===== config.mk =====
export PLATFORM = sky130hd
export DESIGN_NAME = pipe_control_unit
export DESIGN_NICKNAME = d
export VERILOG_FILES = /design/src/rtl/pipe_control_unit.sv
export SDC_FILE = /design/constraint.sdc
export NUM_CORES = 1
export LEC_CHECK = 0
export CORE_UTILIZATION = 42
export CTS_CLUSTER_DIAMETER = 80
export DETAILED_ROUTE_END_ITERATION = 10
export GPL_TIMING_DRIVEN = 0
export PLACE_DENSITY = 0.73
export SYNTH_ARGS = -nofsm -noshare
export SYNTH_HDL_FRONTEND = slang
export SYNTH_SLANG_ARGS = --single-unit

===== constraint.sdc =====
create_clock -name clk -period 1.85 [get_ports clk]
set_clock_uncertainty 0.1 [all_clocks]
set_input_delay 0.185 -clock clk [delete_from_list [all_inputs] [get_ports clk]]
set_output_delay 0.185 -clock clk [all_outputs]
set_load 0.02 [all_outputs]

===== src/rtl/pipe_control_unit.sv =====
// Pipelined control unit for the KGP-RISC core: decodes IF/ID into a control word,
// carries it through EX, MEM and WB, and raises load-use stall, flush and pcsrc.
module pipe_control_unit #(
  parameter int ALUF_W    = 4,
  parameter int REG_AW    = 5,
  parameter int WB_DELAY  = 1,
  parameter int HAZARD_EN = 1
) (
  input  logic              clk,
  input  logic              reset,
  input  logic [31:0]       instr,
  input  logic              branch_condition,
  output logic              stall,
  output logic              pcsrc,
  output logic              ex_alusrc,
  output logic [ALUF_W-1:0] ex_alufunc,
  output logic [1:0]        ex_brtype,
  output logic              ex_illegal,
  output logic              mem_readdmem,
  output logic              mem_writedmem,
  output logic              wb_regwrite,
  output logic              wb_memtoreg,
  output logic [REG_AW-1:0] wb_dst
);

  typedef struct packed {
    logic              alusrc;
    logic [ALUF_W-1:0] alufunc;
    logic [1:0]        brtype;
    logic              branch;
    logic              jump;
    logic              illegal;
    logic              readdmem;
    logic              writedmem;
    logic              regwrite;
    logic              memtoreg;
    logic [REG_AW-1:0] dst;
  } ctrl_t;

  logic [1:0]        op_class;
  logic [5:0]        opcode;
  logic [5:0]        funct;
  logic [REG_AW-1:0] rs;
  logic [REG_AW-1:0] rt;
  logic [REG_AW-1:0] rd;

  assign op_class = instr[31:30];
  assign opcode   = instr[31:26];
  assign funct    = instr[5:0];
  assign rs       = instr[21 +: REG_AW];
  assign rt       = instr[16 +: REG_AW];
  assign rd       = instr[11 +: REG_AW];

  ctrl_t      dec_ctrl;
  logic       dec_valid;
  logic       dec_uses_rt;
  logic [3:0] alu4;

  always_comb begin
    dec_ctrl    = '0;
    dec_valid   = (instr != 32'b0);
    dec_uses_rt = 1'b0;
    alu4        = 4'd0;
    case (op_class)
      2'b00: begin
        dec_uses_rt = 1'b1;
        if (funct >= 6'd1 && funct <= 6'd10) begin
          alu4              = funct[3:0] - 4'd1;
          dec_ctrl.alufunc  = ALUF_W'(alu4);
          dec_ctrl.regwrite = 1'b1;
          dec_ctrl.dst      = rd;
        end else begin
          dec_ctrl.illegal = 1'b1;
        end
      end
      2'b01: begin
        if (opcode <= 6'h1A) begin
          // MOVE (0x1A) uses function 0; the rest map by their low nibble
          alu4              = (opcode == 6'h1A) ? 4'd0 : opcode[3:0];
          dec_ctrl.alufunc  = ALUF_W'(alu4);
          dec_ctrl.alusrc   = 1'b1;
          dec_ctrl.regwrite = 1'b1;
          dec_ctrl.dst      = rt;
        end else begin
          dec_ctrl.illegal = 1'b1;
        end
      end
      2'b10: begin
        if (opcode == 6'h21) begin
          dec_ctrl.alusrc   = 1'b1;
          dec_ctrl.readdmem = 1'b1;
          dec_ctrl.regwrite = 1'b1;
          dec_ctrl.memtoreg = 1'b1;
          dec_ctrl.dst      = rt;
        end else if (opcode == 6'h22) begin
          dec_uses_rt        = 1'b1;
          dec_ctrl.alusrc    = 1'b1;
          dec_ctrl.writedmem = 1'b1;
        end else begin
          dec_ctrl.illegal = 1'b1;
        end
      end
      default: begin
        if (opcode >= 6'h30 && opcode <= 6'h33) begin
          dec_uses_rt     = 1'b1;
          dec_ctrl.branch = 1'b1;
          dec_ctrl.brtype = opcode[1:0];
        end else if (opcode == 6'h34) begin
          dec_ctrl.jump = 1'b1;
        end else begin
          dec_ctrl.illegal = 1'b1;
        end
      end
    endcase
  end

  ctrl_t ex_ctrl_reg;
  logic  ex_valid_reg;
  ctrl_t mem_ctrl_reg;
  logic  mem_valid_reg;
  ctrl_t wb_ctrl_reg  [WB_DELAY];
  logic  wb_valid_reg [WB_DELAY];

  logic load_use;

  assign pcsrc = ex_valid_reg &
                 (ex_ctrl_reg.jump | (ex_ctrl_reg.branch & branch_condition));

  always_comb begin
    load_use = 1'b0;
    if (HAZARD_EN != 0 && ex_valid_reg && ex_ctrl_reg.readdmem &&
        ex_ctrl_reg.dst != '0) begin
      load_use = (ex_ctrl_reg.dst == rs) ||
                 (dec_uses_rt && ex_ctrl_reg.dst == rt);
    end
  end

  // A taken branch/jump flushes the decode slot, so the stall is moot then
  assign stall = load_use & ~pcsrc;

  always_ff @(posedge clk) begin
    if (reset) begin
      ex_ctrl_reg   <= '0;
      ex_valid_reg  <= 1'b0;
      mem_ctrl_reg  <= '0;
      mem_valid_reg <= 1'b0;
    end else begin
      if (dec_valid && !pcsrc && !stall) begin
        ex_ctrl_reg  <= dec_ctrl;
        ex_valid_reg <= 1'b1;
      end else begin
        ex_ctrl_reg  <= '0;
        ex_valid_reg <= 1'b0;
      end
      mem_ctrl_reg  <= ex_valid_reg ? ex_ctrl_reg : '0;
      mem_valid_reg <= ex_valid_reg;
    end
  end

  genvar gi;
  generate
    for (gi = 0; gi < WB_DELAY; gi++) begin : g_wb
      if (gi == 0) begin : g_first
        always_ff @(posedge clk) begin
          if (reset) begin
            wb_ctrl_reg[gi]  <= '0;
            wb_valid_reg[gi] <= 1'b0;
          end else begin
            wb_ctrl_reg[gi]  <= mem_valid_reg ? mem_ctrl_reg : '0;
            wb_valid_reg[gi] <= mem_valid_reg;
          end
        end
      end else begin : g_next
        always_ff @(posedge clk) begin
          if (reset) begin
            wb_ctrl_reg[gi]  <= '0;
            wb_valid_reg[gi] <= 1'b0;
          end else begin
            wb_ctrl_reg[gi]  <= wb_ctrl_reg[gi-1];
            wb_valid_reg[gi] <= wb_valid_reg[gi-1];
          end
        end
      end
    end
  endgenerate

  ctrl_t wb_ctrl;
  logic  wb_valid;

  assign wb_ctrl  = wb_ctrl_reg[WB_DELAY-1];
  assign wb_valid = wb_valid_reg[WB_DELAY-1];

  assign ex_alusrc     = ex_valid_reg & ex_ctrl_reg.alusrc;
  assign ex_alufunc    = ex_valid_reg ? ex_ctrl_reg.alufunc : '0;
  assign ex_brtype     = ex_valid_reg ? ex_ctrl_reg.brtype : 2'b00;
  assign ex_illegal    = ex_valid_reg & ex_ctrl_reg.illegal;
  assign mem_readdmem  = mem_valid_reg & mem_ctrl_reg.readdmem;
  assign mem_writedmem = mem_valid_reg & mem_ctrl_reg.writedmem;
  assign wb_regwrite   = wb_valid & wb_ctrl.regwrite;
  assign wb_memtoreg   = wb_valid & wb_ctrl.memtoreg;
  assign wb_dst        = (wb_valid && wb_ctrl.regwrite) ? wb_ctrl.dst : '0;

endmodule


Word level (Yosys, flattened, before mapping)
Memories as Yosys holds them, arrays and structs flattened. Cells that the tools add are included.

Bits in latches: 0. Memory bits (writable): 20. Output and inout bits: 19. Logic and storage cells: 117. Bits in read-only memories: 0. Register bits after elaboration: 40. Memories kept: 2. Input bits: 35.

Memories: wb_ctrl_reg (words 1, width 19, read ports 1, clocked after Yosys merged registers in 0, wr ports 1, line 121) `ctrl_t wb_ctrl_reg [WB_DELAY];`; wb_valid_reg (words 1, width 1, read ports 1, clocked after Yosys merged registers in 0, wr ports 1, line 122) `logic wb_valid_reg [WB_DELAY];`.

Shifts and indexed selects: 0. $mul: 0. Div/mod/pow operators: 0. Magnitude comparators: 5. Mux-type cells: 40. Add/subtract/negate cells: 1. Reduce and logical (&&, ||, !) cells: 22. Bitwise gates (word level): 15. Equal/unequal tests: 8.

Operator list (number): $mux W19 (2); $reduce_bool A32 Y1 (1); $mux W1 (23); $mux W5 (4); $reduce_or A19 Y1 (1); $eq A6 B6 Y1 const B (3); $pmux W5 S3 (1); $mux W4 (3); $reduce_or A6 Y1 (2); $eq A5 B5 Y1 (2); $and A1 B1 Y1 (9); $pmux W1 S3 (3); $logic_and A1 B1 Y1 (8); $pmux W4 S2 (1); $mux W7 (1); $eq A6 B5 Y1 const B (1); $ge A6 B1 Y1 const B (1); $ge A6 B6 Y1 const B (1); $le A6 B4 Y1 const B (1); $le A6 B5 Y1 const B (1); $le A6 B6 Y1 const B (1); $not A1 Y1 (5); $reduce_bool A5 Y1 (1); $reduce_or A5 Y1 (1); other kinds (12) (14).

Logic depth before layout (Yosys ltp)
Gate-level depths: netlist (run 1).

Depth in word-level cells: 12. Mapped depth: 8. Mapped depth without buffers: 7.

Worst setup path before layout (run 1)
OpenSTA, ideal clock, no wires.

Path kind: input-to-reg. Start: input port instr[0]. End: register ex_ctrl_reg[0] (netlist name). Data required time: 1.619 ns. Library setup time: 0.131 ns. Stages on the path: 7. Setup slack: 0.015 ns. Arrival: 1.604 ns. Buffers on the path: 1. Cell sequence: inv_1 ha_1 or4b_2 and4_1 buf_2 a22oi_1 nor3_1.

Word-level cells in the longest chain between the ends: 5. Elaborated cells on any way between the ends: 10. Classes of those cells: order compare (2); mux (2); bitwise (1); reduce/logical (5).

Ends and longest elaborated chain: from (decl) (line 11) `input logic [31:0] instr,`; parallel branches: the longest is 5 deep, another holds $ge A6 B1 Y1; to (signal assigned) (line 149) `ex_ctrl_reg <= dec_ctrl;`; to (decl) (line 117) `ctrl_t ex_ctrl_reg;`.

Several ways; the timed one is not identified. A chain may end at the register's enable or synchronous reset.

Worst setup path after layout (run 1)
Start: register ex_ctrl_reg[1] (netlist name). End: output port stall.

Word-level cells in the longest chain between the ends: 5. Elaborated cells on any way between the ends: 8. Classes of those cells: eq/ne (2); mux (1); bitwise (1); reduce/logical (4).

Ends and longest elaborated chain: $eq A5 B5 Y1 (line 134) `(dec_uses_rt && ex_ctrl_reg.dst == rt);`; $logic_and A1 B1 Y1 (line 134); $logic_or A1 B1 Y1 (line 133) `load_use = (ex_ctrl_reg.dst == rs) ||`; $mux W1 * (line 131) `if (HAZARD_EN != 0 && ex_valid_reg && ex_ctrl_reg.readdmem &&`; $and A1 B1 Y1 * (line 139) `assign stall = load_use & ~pcsrc;`; to (decl) (line 13) `output logic stall,`.

Mark *: on every way between the ends. The rest lies on a longest branch, timed or not.

==> impl_results.html, run 1 <==
<table>
<tr><th>Metric</th><th>Value</th></tr>
<tr><th colspan="2">Status</th></tr>
<tr><td>Outcome</td><td>complete, but fails checks</td></tr>
<tr><td>Violated checks</td><td>DRC, setup timing</td></tr>
<tr><th colspan="2">Timing</th></tr>
<tr><td>Number of hold violations in the final report</td><td>0</td></tr>
<tr><td>Total Neg Setup Slack</td><td>-3189 ps</td></tr>
<tr><td>Highest attainable clock frequency</td><td>0.4787 GHz</td></tr>
<tr><td>Transition time of the tightest slew-check pin</td><td>389.7 ps</td></tr>
<tr><td>Post-route worst setup slack</td><td>-239.0 ps</td></tr>
<tr><td>Share of the clock period used by the worst path after layout</td><td>1.129</td></tr>
<tr><td>Worst Hold Margin</td><td>234.4 ps</td></tr>
<tr><td>RSZ-0062 raised after global routing</td><td>true</td></tr>
<tr><td>Post-layout min period</td><td>2089 ps</td></tr>
<tr><td>Relative max-transition margin</td><td>0.7402</td></tr>
<tr><td>Max-slew violation count</td><td>0</td></tr>
<tr><td>Number of setup violations in the final report</td><td>20</td></tr>
<tr><th colspan="2">Setup path</th></tr>
<tr><td>R2R Setup Slk</td><td>-240 ps</td></tr>
<tr><td>Maximum fanout along the worst path</td><td>2</td></tr>
<tr><td>Crit Reg-Reg Endpoint</td><td>ex_ctrl_reg[7]</td></tr>
<tr><td>Startpoint class of the critical path</td><td>register</td></tr>
<tr><td>Worst reg2reg startpoint</td><td>ex_ctrl_reg[1]</td></tr>
<tr><td>CP endpoint kind</td><td>output pin</td></tr>
<tr><td>CP required</td><td>1560 ps</td></tr>
<tr><td>Data arrival at the endpoint of the critical path</td><td>1800 ps</td></tr>
<tr><td>Count of cells along the worst register-to-register path</td><td>7</td></tr>
<tr><td>Critical setup path kind</td><td>register to output pin</td></tr>
<tr><th colspan="2">Power</th></tr>
<tr><td>Leakage</td><td>1.120 nW</td></tr>
<tr><td>Peak ir drop on the vdd network</td><td>317.2 uV</td></tr>
<tr><td>Power density over cell area</td><td>606.5 nW/um2</td></tr>
<tr><td>Post-route total power</td><td>0.001630 W</td></tr>
<tr><th colspan="2">Final layout</th></tr>
<tr><td>Share of post-route cells with drive strength above 1</td><td>0.2129</td></tr>
<tr><td>Ant diodes</td><td>0</td></tr>
<tr><td>Final instance area</td><td>2688 um2</td></tr>
<tr><td>Area added between synthesis and finish</td><td>53.21%</td></tr>
<tr><td>Number of flip-flops in the largest register</td><td>18</td></tr>
<tr><td>Final nets</td><td>305</td></tr>
<tr><th colspan="2">Clock network</th></tr>
<tr><td>Clock tree buffer depth</td><td>2</td></tr>
<tr><td>Clock tree from TritonCTS</td><td>done</td></tr>
<tr><td>Clock slew at the register clock pins of the worst setup and hold paths</td><td>80 ps</td></tr>
<tr><td>H-tree levels</td><td>2</td></tr>
<tr><td>Number of buffers added by the clock tree synthesis step</td><td>5</td></tr>
<tr><td>Number of clock sinks</td><td>36</td></tr>
<tr><td>Clk_lat worst skew</td><td>300 ps</td></tr>
<tr><td>Clock root cell</td><td>sky130_fd_sc_hd__clkbuf_8</td></tr>
<tr><td>Hold_buf cts</td><td>0</td></tr>
<tr><th colspan="2">Synth</th></tr>
<tr><td>Synthesized flop and latch total</td><td>36</td></tr>
<tr><td>Cell variety after synth</td><td>42</td></tr>
<tr><td>Leading register cell type out of synthesis</td><td>sky130_fd_sc_hd__dfxtp_1</td></tr>
<tr><td>Net Count, Synth</td><td>234</td></tr>
<tr><td>Syn_area_per_cell</td><td>9.184 um2</td></tr>
<tr><td>Count of flip-flops with a built-in enable after synthesis</td><td>0</td></tr>
<tr><td>Yosys warnings</td><td>0</td></tr>
<tr><td>Share of flip-flops with an asynchronous set or reset after synthesis</td><td>0</td></tr>
<tr><td>Gate count of the mapped netlist</td><td>191</td></tr>
<tr><td>Netlist area before placement</td><td>1754 um2</td></tr>
<tr><td>Post-synthesis sequential area ratio</td><td>0.4108</td></tr>
<tr><th colspan="2">Route</th></tr>
<tr><td>Final routed wire length divided by cell count</td><td>13.98 um</td></tr>
<tr><td>Number of optimization iterations in the first detailed-route pass</td><td>7</td></tr>
<tr><td>Total number of vias</td><td>1665</td></tr>
<tr><td>Routed wire length</td><td>4375 um</td></tr>
<tr><td>Post-DR vias/cell</td><td>5.319</td></tr>
<tr><td>Detailed router's first-iteration violation count</td><td>56</td></tr>
<tr><td>ANT nets after route</td><td>0</td></tr>
<tr><td># DRC</td><td>2</td></tr>
<tr><th colspan="2">Worst hold path</th></tr>
<tr><td>Min-Delay Path Depth</td><td>3</td></tr>
<tr><td>Hold Crit Class</td><td>input pin to register</td></tr>
<tr><td>Destination of the worst hold path</td><td>ex_ctrl_reg[13]</td></tr>
<tr><td>Startpoint of the lowest-slack hold path</td><td>instr[27]</td></tr>
<tr><th colspan="2">Global routing</th></tr>
<tr><td>Met3 GRT Util</td><td>0.06678</td></tr>
<tr><td>Met1 usage</td><td>0.2675</td></tr>
<tr><td>GRT Total Usage</td><td>0.2186</td></tr>
<tr><td>Antenna violations before repair</td><td>0</td></tr>
<tr><td>Largest net degree at the start of global routing</td><td>13</td></tr>
<tr><td>Number of global-route vias before repair</td><td>1538</td></tr>
<tr><td>Global-route wire length before repair</td><td>7065 um</td></tr>
<tr><td>Aggregate global routing overflow</td><td>0</td></tr>
<tr><td>Busiest layer in global routing</td><td>met2</td></tr>
<tr><td>Global routing met2 resource utilization</td><td>0.3624</td></tr>
<tr><th colspan="2">Die</th></tr>
<tr><td>Horiz. Die Dim</td><td>66.63 um</td></tr>
<tr><td>Core Rows</td><td>23</td></tr>
<tr><td>I/O pin total</td><td>54</td></tr>
<tr><td>Die area</td><td>4439 um2</td></tr>
<tr><td>Initial core utilization</td><td>0.4385</td></tr>
<tr><td>Core area</td><td>4000 um2</td></tr>
<tr><td>Die H</td><td>66.63 um</td></tr>
<tr><th colspan="2">Flow run</th></tr>
<tr><td>Number of maximum-capacitance violations</td><td>0</td></tr>
<tr><th colspan="2">Placement</th></tr>
<tr><td>Last weighted congestion value of the routability-driven placer</td><td>0.8393</td></tr>
<tr><td>Half-perimeter wire length after placement</td><td>2937 um</td></tr>
<tr><td>Pre-CTS setup slack</td><td>-1150 ps</td></tr>
<tr><td>I/O Buffers</td><td>51</td></tr>
<tr><td>Total placed instance area</td><td>2327 um2</td></tr>
</table>
## where the power goes
group | total (W) | switching [W] | internal [W]
sequential | 0.000793 | 0.00000595 | 0.000787
combinational | 0.000282 | 0.000135 | 0.000146
clock | 0.000555 | 0.000293 | 0.000262
## cell usage in the layout, fill, tap and decap left out, types with 3 or more instances in the layout
cell | Yosys | routed
sky130_fd_sc_hd__a21oi_1 | 3 | 3
sky130_fd_sc_hd__a22oi_1 | 8 | 6
sky130_fd_sc_hd__and2_1 | 26 | 26
sky130_fd_sc_hd__and3_1 | 5 | 5
sky130_fd_sc_hd__buf_4 | 0 | 7
sky130_fd_sc_hd__buf_6 | 1 | 6
sky130_fd_sc_hd__clkbuf_1 | 5 | 3
sky130_fd_sc_hd__clkbuf_8 | 0 | 5
sky130_fd_sc_hd__clkdlybuf4s50_1 | 0 | 38
sky130_fd_sc_hd__dfxtp_1 | 36 | 34
sky130_fd_sc_hd__dlygate4sd2_1 | 0 | 11
sky130_fd_sc_hd__ha_1 | 8 | 8
sky130_fd_sc_hd__inv_1 | 6 | 5
sky130_fd_sc_hd__nand2_1 | 3 | 3
sky130_fd_sc_hd__nand4_1 | 4 | 4
sky130_fd_sc_hd__nor2_1 | 16 | 11
sky130_fd_sc_hd__nor2_4 | 0 | 3
sky130_fd_sc_hd__nor2b_1 | 5 | 5
sky130_fd_sc_hd__nor3_1 | 12 | 4
sky130_fd_sc_hd__nor3_2 | 1 | 6
sky130_fd_sc_hd__nor3_4 | 1 | 4
sky130_fd_sc_hd__nor4_1 | 6 | 6
sky130_fd_sc_hd__xor2_1 | 10 | 10
## worst max path at each step
stage                   start        endpoint  slack, ps  cells after the start
2_1_floorplan        instr[0]  ex_ctrl_reg[0]         10                      7
3_3_place_gp        instr[31]           stall      -1140                      7
3_5_place_dp        instr[31]           stall      -1150                      7
4_1_cts        ex_ctrl_reg[1]           stall       -210                      5
5_1_grt        ex_ctrl_reg[1]           stall       -350                      5
6_report       ex_ctrl_reg[1]           stall       -240                      5
## per-stage QoR
stage	std cells	utilization
6_report	313	0.6719
3_3_place_gp	292	0.5818
4_1_cts	311	0.6566
3_5_place_dp	292	0.5818
2_1_floorplan	191	-
5_1_grt	313	0.6719
## cells by family (layout without fill, tap and decap cells)
| kind of cell | count (synthesis) | count (layout) | synth area share |
|---|---|---|---|
| and+or+nand+nor | 99 | 100 | 0.3460 |
| AOI/OAI and AO/OA | 23 | 23 | 0.09344 |
| DFF | 36 | 36 | 0.4108 |
| xor gates and xnor gates | 12 | 12 | 0.05991 |
| adders and majority gates | 8 | 8 | 0.05706 |
| buffers and inverters | 13 | 84 | 0.03281 |
## per-layer routing
layer  vias to the layer above  part of all wire
li1                        822                 -
met1                       786              0.45
met2                        53              0.49
met3                         4             0.047
met4                         0            0.0073
met5                         -                 0
## synthesized netlist by cell type, drive strengths merged, types with 2 or more instances
cell,instances,area share
a211oi,2,0.0086
a21oi,3,0.0086
a22oi,8,0.034
and2,26,0.093
and3,5,0.018
and4,3,0.015
buf,2,0.0093
clkbuf,5,0.011
dfxtp,36,0.41
ha,8,0.057
inv,6,0.013
nand2,3,0.0064
nand2b,2,0.0071
nand3,3,0.016
nand4,4,0.014
nor2,16,0.034
nor2b,5,0.018
nor3,14,0.049
nor4,6,0.021
nor4b,2,0.010
o21ai,3,0.0086
or2,3,0.011
or4,2,0.0086
xnor2,2,0.010
xor2,10,0.050
## final cells by class
type                       count  area (um2)
clock buffer                   5       68.82
tap                           50       62.56
multi-input combinational    143        1111
timing repair buffer          65       659.4
clock inverter                 3       18.77
fill                         333        1313
sequential                    36       723.2
buffer                         5       21.27
inverter                       6       22.52
## worst max-delay path: stages (launching register included)
cell and delay (ps):
sky130_fd_sc_hd__dfxtp_2 340, sky130_fd_sc_hd__or4_4 520, sky130_fd_sc_hd__o2111a_1 270, sky130_fd_sc_hd__nand4_1 130, sky130_fd_sc_hd__nand2_1 110, sky130_fd_sc_hd__buf_6 140
## what timing repair did
item / CTS / global route
endpoints found under the setup margin: 29 / 20
buffers inserted: 10 / 3
pin swaps: 15 / 3
resized for setup: 48 / 14
cloned: 2 / 0
endpoints found under the hold margin: 0 / 0
No activity file was read; power rests on OpenSTA's default activity.
==> run 2: changes to the inputs <==
Settings changed: CAP_MARGIN from default to 10.
==> results of run 2 <==
Final layout, timing and power as in run 1 (identical DEF).
==> RTL change 1 (flow settings as in run 2) <==
The parameter `HAZARD_EN` goes from 1 to 0.
--- a/src/rtl/pipe_control_unit.sv
+++ b/src/rtl/pipe_control_unit.sv
@@ -6,3 +6,3 @@
   parameter int WB_DELAY  = 1,
-  parameter int HAZARD_EN = 1
+  parameter int HAZARD_EN = 0
 ) (
Function: changed (a bounded check fails within 4 cycles, from zero or initial values and one cycle with reset high).
==> RTL change 1 against run 2 <==
Worst setup slack better by 0.30 ns; synthesized area down 2.3%; synthesized cell count down 3.7%; design area down 7.5%; wire length down 8.5%; total power up 0.30%; critical path depth up 1; first-iteration DRC count up 20%; sequential cell count unchanged; worst hold slack worse by 0.17 ns; final cell count down 6.1%; critical endpoint is now ex_ctrl_reg[9]$_SDFF_PP0_; largest power group unchanged; highest routed layer unchanged.
==> RTL change 1: results (changes against run 2) <==
----------------------------------------------------
[Power and ir drop]
  Pleak ... 1.05 nW (-6.4%)
  Switching power share of the total ... 23.5% (-3.1 points)
  Power Sequential ... 792 uW (about the same)
  Clock share of power ... 36.0% (+1.9 points)
  Portion of total power attributed to combinational logic ... 15.6% (-1.7 points)

[Yosys]
  Synthesized area divided by synthesized cell count ... 9.32 sq um (+1.4%)
  Main area contributors after synthesis ... dfxtp_1, and2_1, ha_1, and3_1, nand3_1
  Portion of the post-synthesis area used by sequential elements ... 42.0% (+0.96 points)
  Post-synthesis cell type count ... 43 (+2.4%)
  Commonest cells post-synth ... dfxtp_1, and2_1, and3_1, nand3_1, nor2_1
  Synthesized net count ... 227 (-3.0%)

[Setup path]
  Slack of the worst reg-to-reg path ... 0.52 ns (+0.76 ns)
  Number of cells on the worst reg-to-reg path ... 4 (-3)
  Launch instance of the worst register-to-register path ... ex_ctrl_reg[11]$_SDFF_PP0_
  Highest net fanout along the worst path ... 10 (+8)
  Data arrival at the endpoint of the critical path ... 1.84 ns (+0.04 ns)
  Origin of the worst setup path ... instr[28]
  Critical-path top delay cell ... clkdlybuf4s50_1
  CP endpoint ... ex_ctrl_reg[9]$_SDFF_PP0_
  Kind of cell with the highest combined delay on the critical path ... buffers and inverters

[Placed design]
  Placed Cells incl. Taps ... 283 (-3.1%)
  Final weighted congestion in routability-driven placement ... 0.932 (+11%)
  Placed cell areas ... 2280 sq um (-1.8%)

[Worst hold path]
  Hold Crit Endpoint ... ex_ctrl_reg[12]$_SDFF_PP0_
  Startpoint of the lowest-slack hold path ... instr[26]

[Clock network]
  Clock-pin slew reported for the worst setup and hold paths after clock tree synthesis ... 0.06 ns (-0.02 ns)

[Final layout]
  Post-route non-filler standard cell count ... 294 (-6.1%)
  Fill cell total of the finished layout ... 341 (+2.4%)
  Proportion of layout cells with a drive suffix above 1 ... 15.9% (-5.4 points)

[Global routing]
  Combined global-route utilization of all metal layers ... 19.7% (-2.1 points)
  Vias in the first global route ... 1434 (-6.8%)
  Largest net degree at the start of global routing ... 11 (-2)
  Global-route wire length before repair ... 6460 um (-8.6%)

[Route]
  Iteration count of the initial detailed-routing pass ... 4 (-3)
  DR vias/cell ... 5.34 (+0.39%)
  Wire per inst ... 13.6 um (-2.6%)

[Status]
  Outcome ... complete, no violations

----------------------------------------------------
## RTL change 1: cell families (layout without fill, tap and decap cells)
group,after synthesis,count (layout),share of synthesized area (%)
other,1,1,0.219
buffers and inverters,19,81,6.28
adder cells (fa/ha/maj),8,8,5.84
AND/OR/NAND/NOR,89,89,31.7
AO/OA/AOI/OAI,28,28,12.4
XOR/XNOR,3,3,1.53
flip-flops,36,36,42.0
## RTL change 1: layout make-up
cell class	instances	area, sq um	area share (%)
Buffer	10	83.8	3.37
Multi-Input combinational cell	129	943	38.0
Sequential cell	36	721	29.0
Clock buffer	7	96.3	3.88
Tap cell	48	60.1	2.42
Inverter	9	33.8	1.36
Timing Repair Buffer	55	547	22.0
## RTL change 1: per-layer routing
| layer | track usage (%) | share of wire [%] |
|---|---|---|
| met1 | 23.5 | 44 |
| met3 | 3.97 | 4.0 |
| met4 | 7.61 | 1.2 |
| met2 | 34.3 | 51 |
| met5 | 0 | 0 |
## RTL change 1: what timing repair did
item | 4_1_cts | 5_1_grt
pin swaps | 1 | 3
gates cloned | 0 | 2
setup endpoints to repair | 28 | 19
resized for setup | 16 | 21
buffers inserted | 2 | 0
## RTL change 1: metrics by stage
stage / setup slack [ns] / setup TNS [ns] / utilization (%)
2_1_floorplan: 0.313 / 0 / -
3_3_place_gp: -0.666 / -10.81 / 60.1
3_5_place_dp: -0.652 / -10.56 / 60.1
4_1_cts: 0.0000724 / 0 / 63.4
5_1_grt: -0.0151 / -0.0151 / 65.4
6_report: 0.0598 / 0 / 65.4
## RTL change 1: tightest hold or removal path, cell delays in order
cell     delay, ns
buf_6         0.11
nand3_1       0.06
nor4_1        0.04
==> RTL change 2 (settings of run 2) <==
Made on the original files. Reset style: asynchronous (`reset`), changed in 3 clocked blocks.
--- a/src/rtl/pipe_control_unit.sv
+++ b/src/rtl/pipe_control_unit.sv
@@ -140,3 +140,3 @@
 
-  always_ff @(posedge clk) begin
+  always_ff @(posedge clk or posedge reset) begin
     if (reset) begin
@@ -163,3 +163,3 @@
       if (gi == 0) begin : g_first
-        always_ff @(posedge clk) begin
+        always_ff @(posedge clk or posedge reset) begin
           if (reset) begin
@@ -173,3 +173,3 @@
       end else begin : g_next
-        always_ff @(posedge clk) begin
+        always_ff @(posedge clk or posedge reset) begin
           if (reset) begin
Behaviour: differs if reset is asserted again (counterexample within 4 cycles, from zero or initial values and one cycle with reset high); with reset held inactive, the same outputs for 10 cycles.
==> RTL change 2 against run 2 <==
The flow still finishes with violations (DRC, setup timing); total power increased by 2.4%; design area grew 6.9%; worst setup slack better by 0.094 ns; wire length is 0.32% higher; worst hold slack worse by 0.11 ns; sequential cell count unchanged; synthesized area grew 13%; largest cell class unchanged; largest power group unchanged.
==> RTL change 2: results (changes against run 2) <==
----------------------------------------------------
[Yosys]
  Synthesized net count ... 239 (+2.1%)
  Post-synthesis cell type count ... 46 (+9.5%)
  Async set or reset register ratio after synthesis ... 100% (+100 points)
  Commonest cells post-synth ... dfrtp_1, and2_1, nor2_1, xor2_1
  Main area contributors after synthesis ... dfrtp_1, and2_1, xor2_1, ha_1, nor2_1

[Route]
  DRC violations left ... 7 (+5)
  Iteration count of the initial detailed-routing pass ... 7 (unchanged)
  Detailed router's first-iteration violation count ... 99 (+77%)
  Wire per inst ... 13.8 um (-0.95%)

[Placed design]
  Number of port buffers ... 49 (-3.9%)
  Final weighted congestion in routability-driven placement ... 0.890 (+6.0%)
  Worst setup slack before clock tree synthesis ... -0.874 ns (+0.276 ns)
  Post-detail-place hpwl ... 3340 um (+14%)

[Final layout]
  Fill cell total of the finished layout ... 379 (+14%)
  Final-stage net count ... 308 (+0.98%)

[Worst hold path]
  Type of the tightest min-delay check ... in2async

[STA]
  Worst Max-Slew Pin Slew ... 0.722 ns (+0.332 ns)
  Post-route setup slack ... -0.145 ns (+0.0940 ns)
  Setup TNS ... -1.57 ns (+1.61 ns)
  Final number of setup-violating endpoints ... 14 (-30%)

[Setup path]
  R2R Path End ... ex_ctrl_reg[6]$_DFF_PP0_
  Data arrival at the endpoint of the critical path ... 2.11 ns (+0.31 ns)
  Highest net fanout along the worst path ... 6 (+4)
  Type of the worst setup path ... reg2reg
  Slowest stage delay, CP ... 0.54 ns (+0.02 ns)

[Status]
  Outcome ... complete, but fails checks
  Violations in the final reports ... DRC, setup timing

[Clock network]
  Clock-pin slew reported for the worst setup and hold paths after clock tree synthesis ... around 0.07 ns

[Global routing]
  Combined global-route utilization of all metal layers ... 18.5% (-3.3 points)
  Vias in the first global route ... 1542 (+0.26%)
  Largest net degree at the start of global routing ... 27 (+14)

[Power and ir drop]
  Worst vdd rail ir drop ... 362 uV (+14%)
  Pleak ... 1.35 nW (+20%)

----------------------------------------------------
-- RTL change 2: changes by cell type after synthesis, moves of 3 or more --
cell      before  now
clkbuf_1       5    1
dfrtp_1        0   36
xor2_1        10   13
buf_2          1    4
nor3_1        12    9
inv_1          6    9
dfxtp_1       36    0
nor3b_1        1    4
-- RTL change 2: worst min-delay path by stage --
| stage | end | slack [ns] | depth (start not counted) |
|---|---|---|---|
| 3_3_place_gp | wb_ctrl[4]$_DFF_PP0_ | 0.34 | 1 |
| 2_1_floorplan | ex_ctrl_reg[0]$_DFF_PP0_ | 0.24 | 2 |
| 3_5_place_dp | mem_ctrl_reg[6]$_DFF_PP0_ | 0.34 | 1 |
| 5_1_grt | wb_ctrl[0]$_DFF_PP0_ | 0.15 | 2 |
| 6_report | wb_ctrl[0]$_DFF_PP0_ | 0.12 | 2 |
| 4_1_cts | wb_ctrl[0]$_DFF_PP0_ | 0.14 | 2 |
-- RTL change 2: cells by family after synthesis --
kind of cell               after synthesis  share of synthesized area, %
buffers and inverters                   16                          3.72
xor gates and xnor gates                13                          5.74
adders and majority gates                9                          5.67
and+or+nand+nor                         92                          27.9
DFF                                     36                          45.4
AOI/OAI and AO/OA                       29                          11.5
-- RTL change 2: area by class of cell --
cell class                      instances  area (sq um)  share of cell area [%]
Inverter                                9          33.8                    1.18
Multi-Input combinational cell        143          1120                    38.8
Timing Repair Buffer                   62           617                    21.5
Sequential cell                        36           906                    31.5
Clock inverter                          2          10.0                   0.348
Clock buffer                            6          82.6                    2.87
Tap cell                               52          65.1                    2.26
Buffer                                  7          43.8                    1.52
-- RTL change 2: per-layer routing --
layer	GRT usage, %	vias to the layer above	part of all wire [%]
met5	0	-	0
met4	6.67	0	1.7
met3	2.56	8	4.3
met2	31.6	60	51
met1	24.3	798	43
li1	-	826	-
-- RTL change 2: power by group --
part | switching (mW) | leakage [nW] | internal (mW)
Combinational | 0.146 | 0.822 | 0.149
Sequential | 0.0108 | 0.475 | 0.810
Clock | 0.256 | 0.0510 | 0.297
Total | 0.413 | 1.35 | 1.26
-- RTL change 2: repair_timing --
action                                  in CTS  in global routing
resized for setup                           33                 19
pin swaps                                   18                  7
buffers inserted                             8                  4
endpoints found under the setup margin      27                 21
hold endpoints to repair                     0                  0
-- RTL change 2: stage by stage --
step	area, sq um	cells	power, mW	util, %
4_1_cts	2760	313	1.67	62.2
5_1_grt	2870	317	1.74	64.7
6_report	2870	317	1.67	64.7
3_3_place_gp	2540	296	1.10	57.2
3_5_place_dp	2570	297	1.11	57.8
2_1_floorplan	1990	195	0.970	-
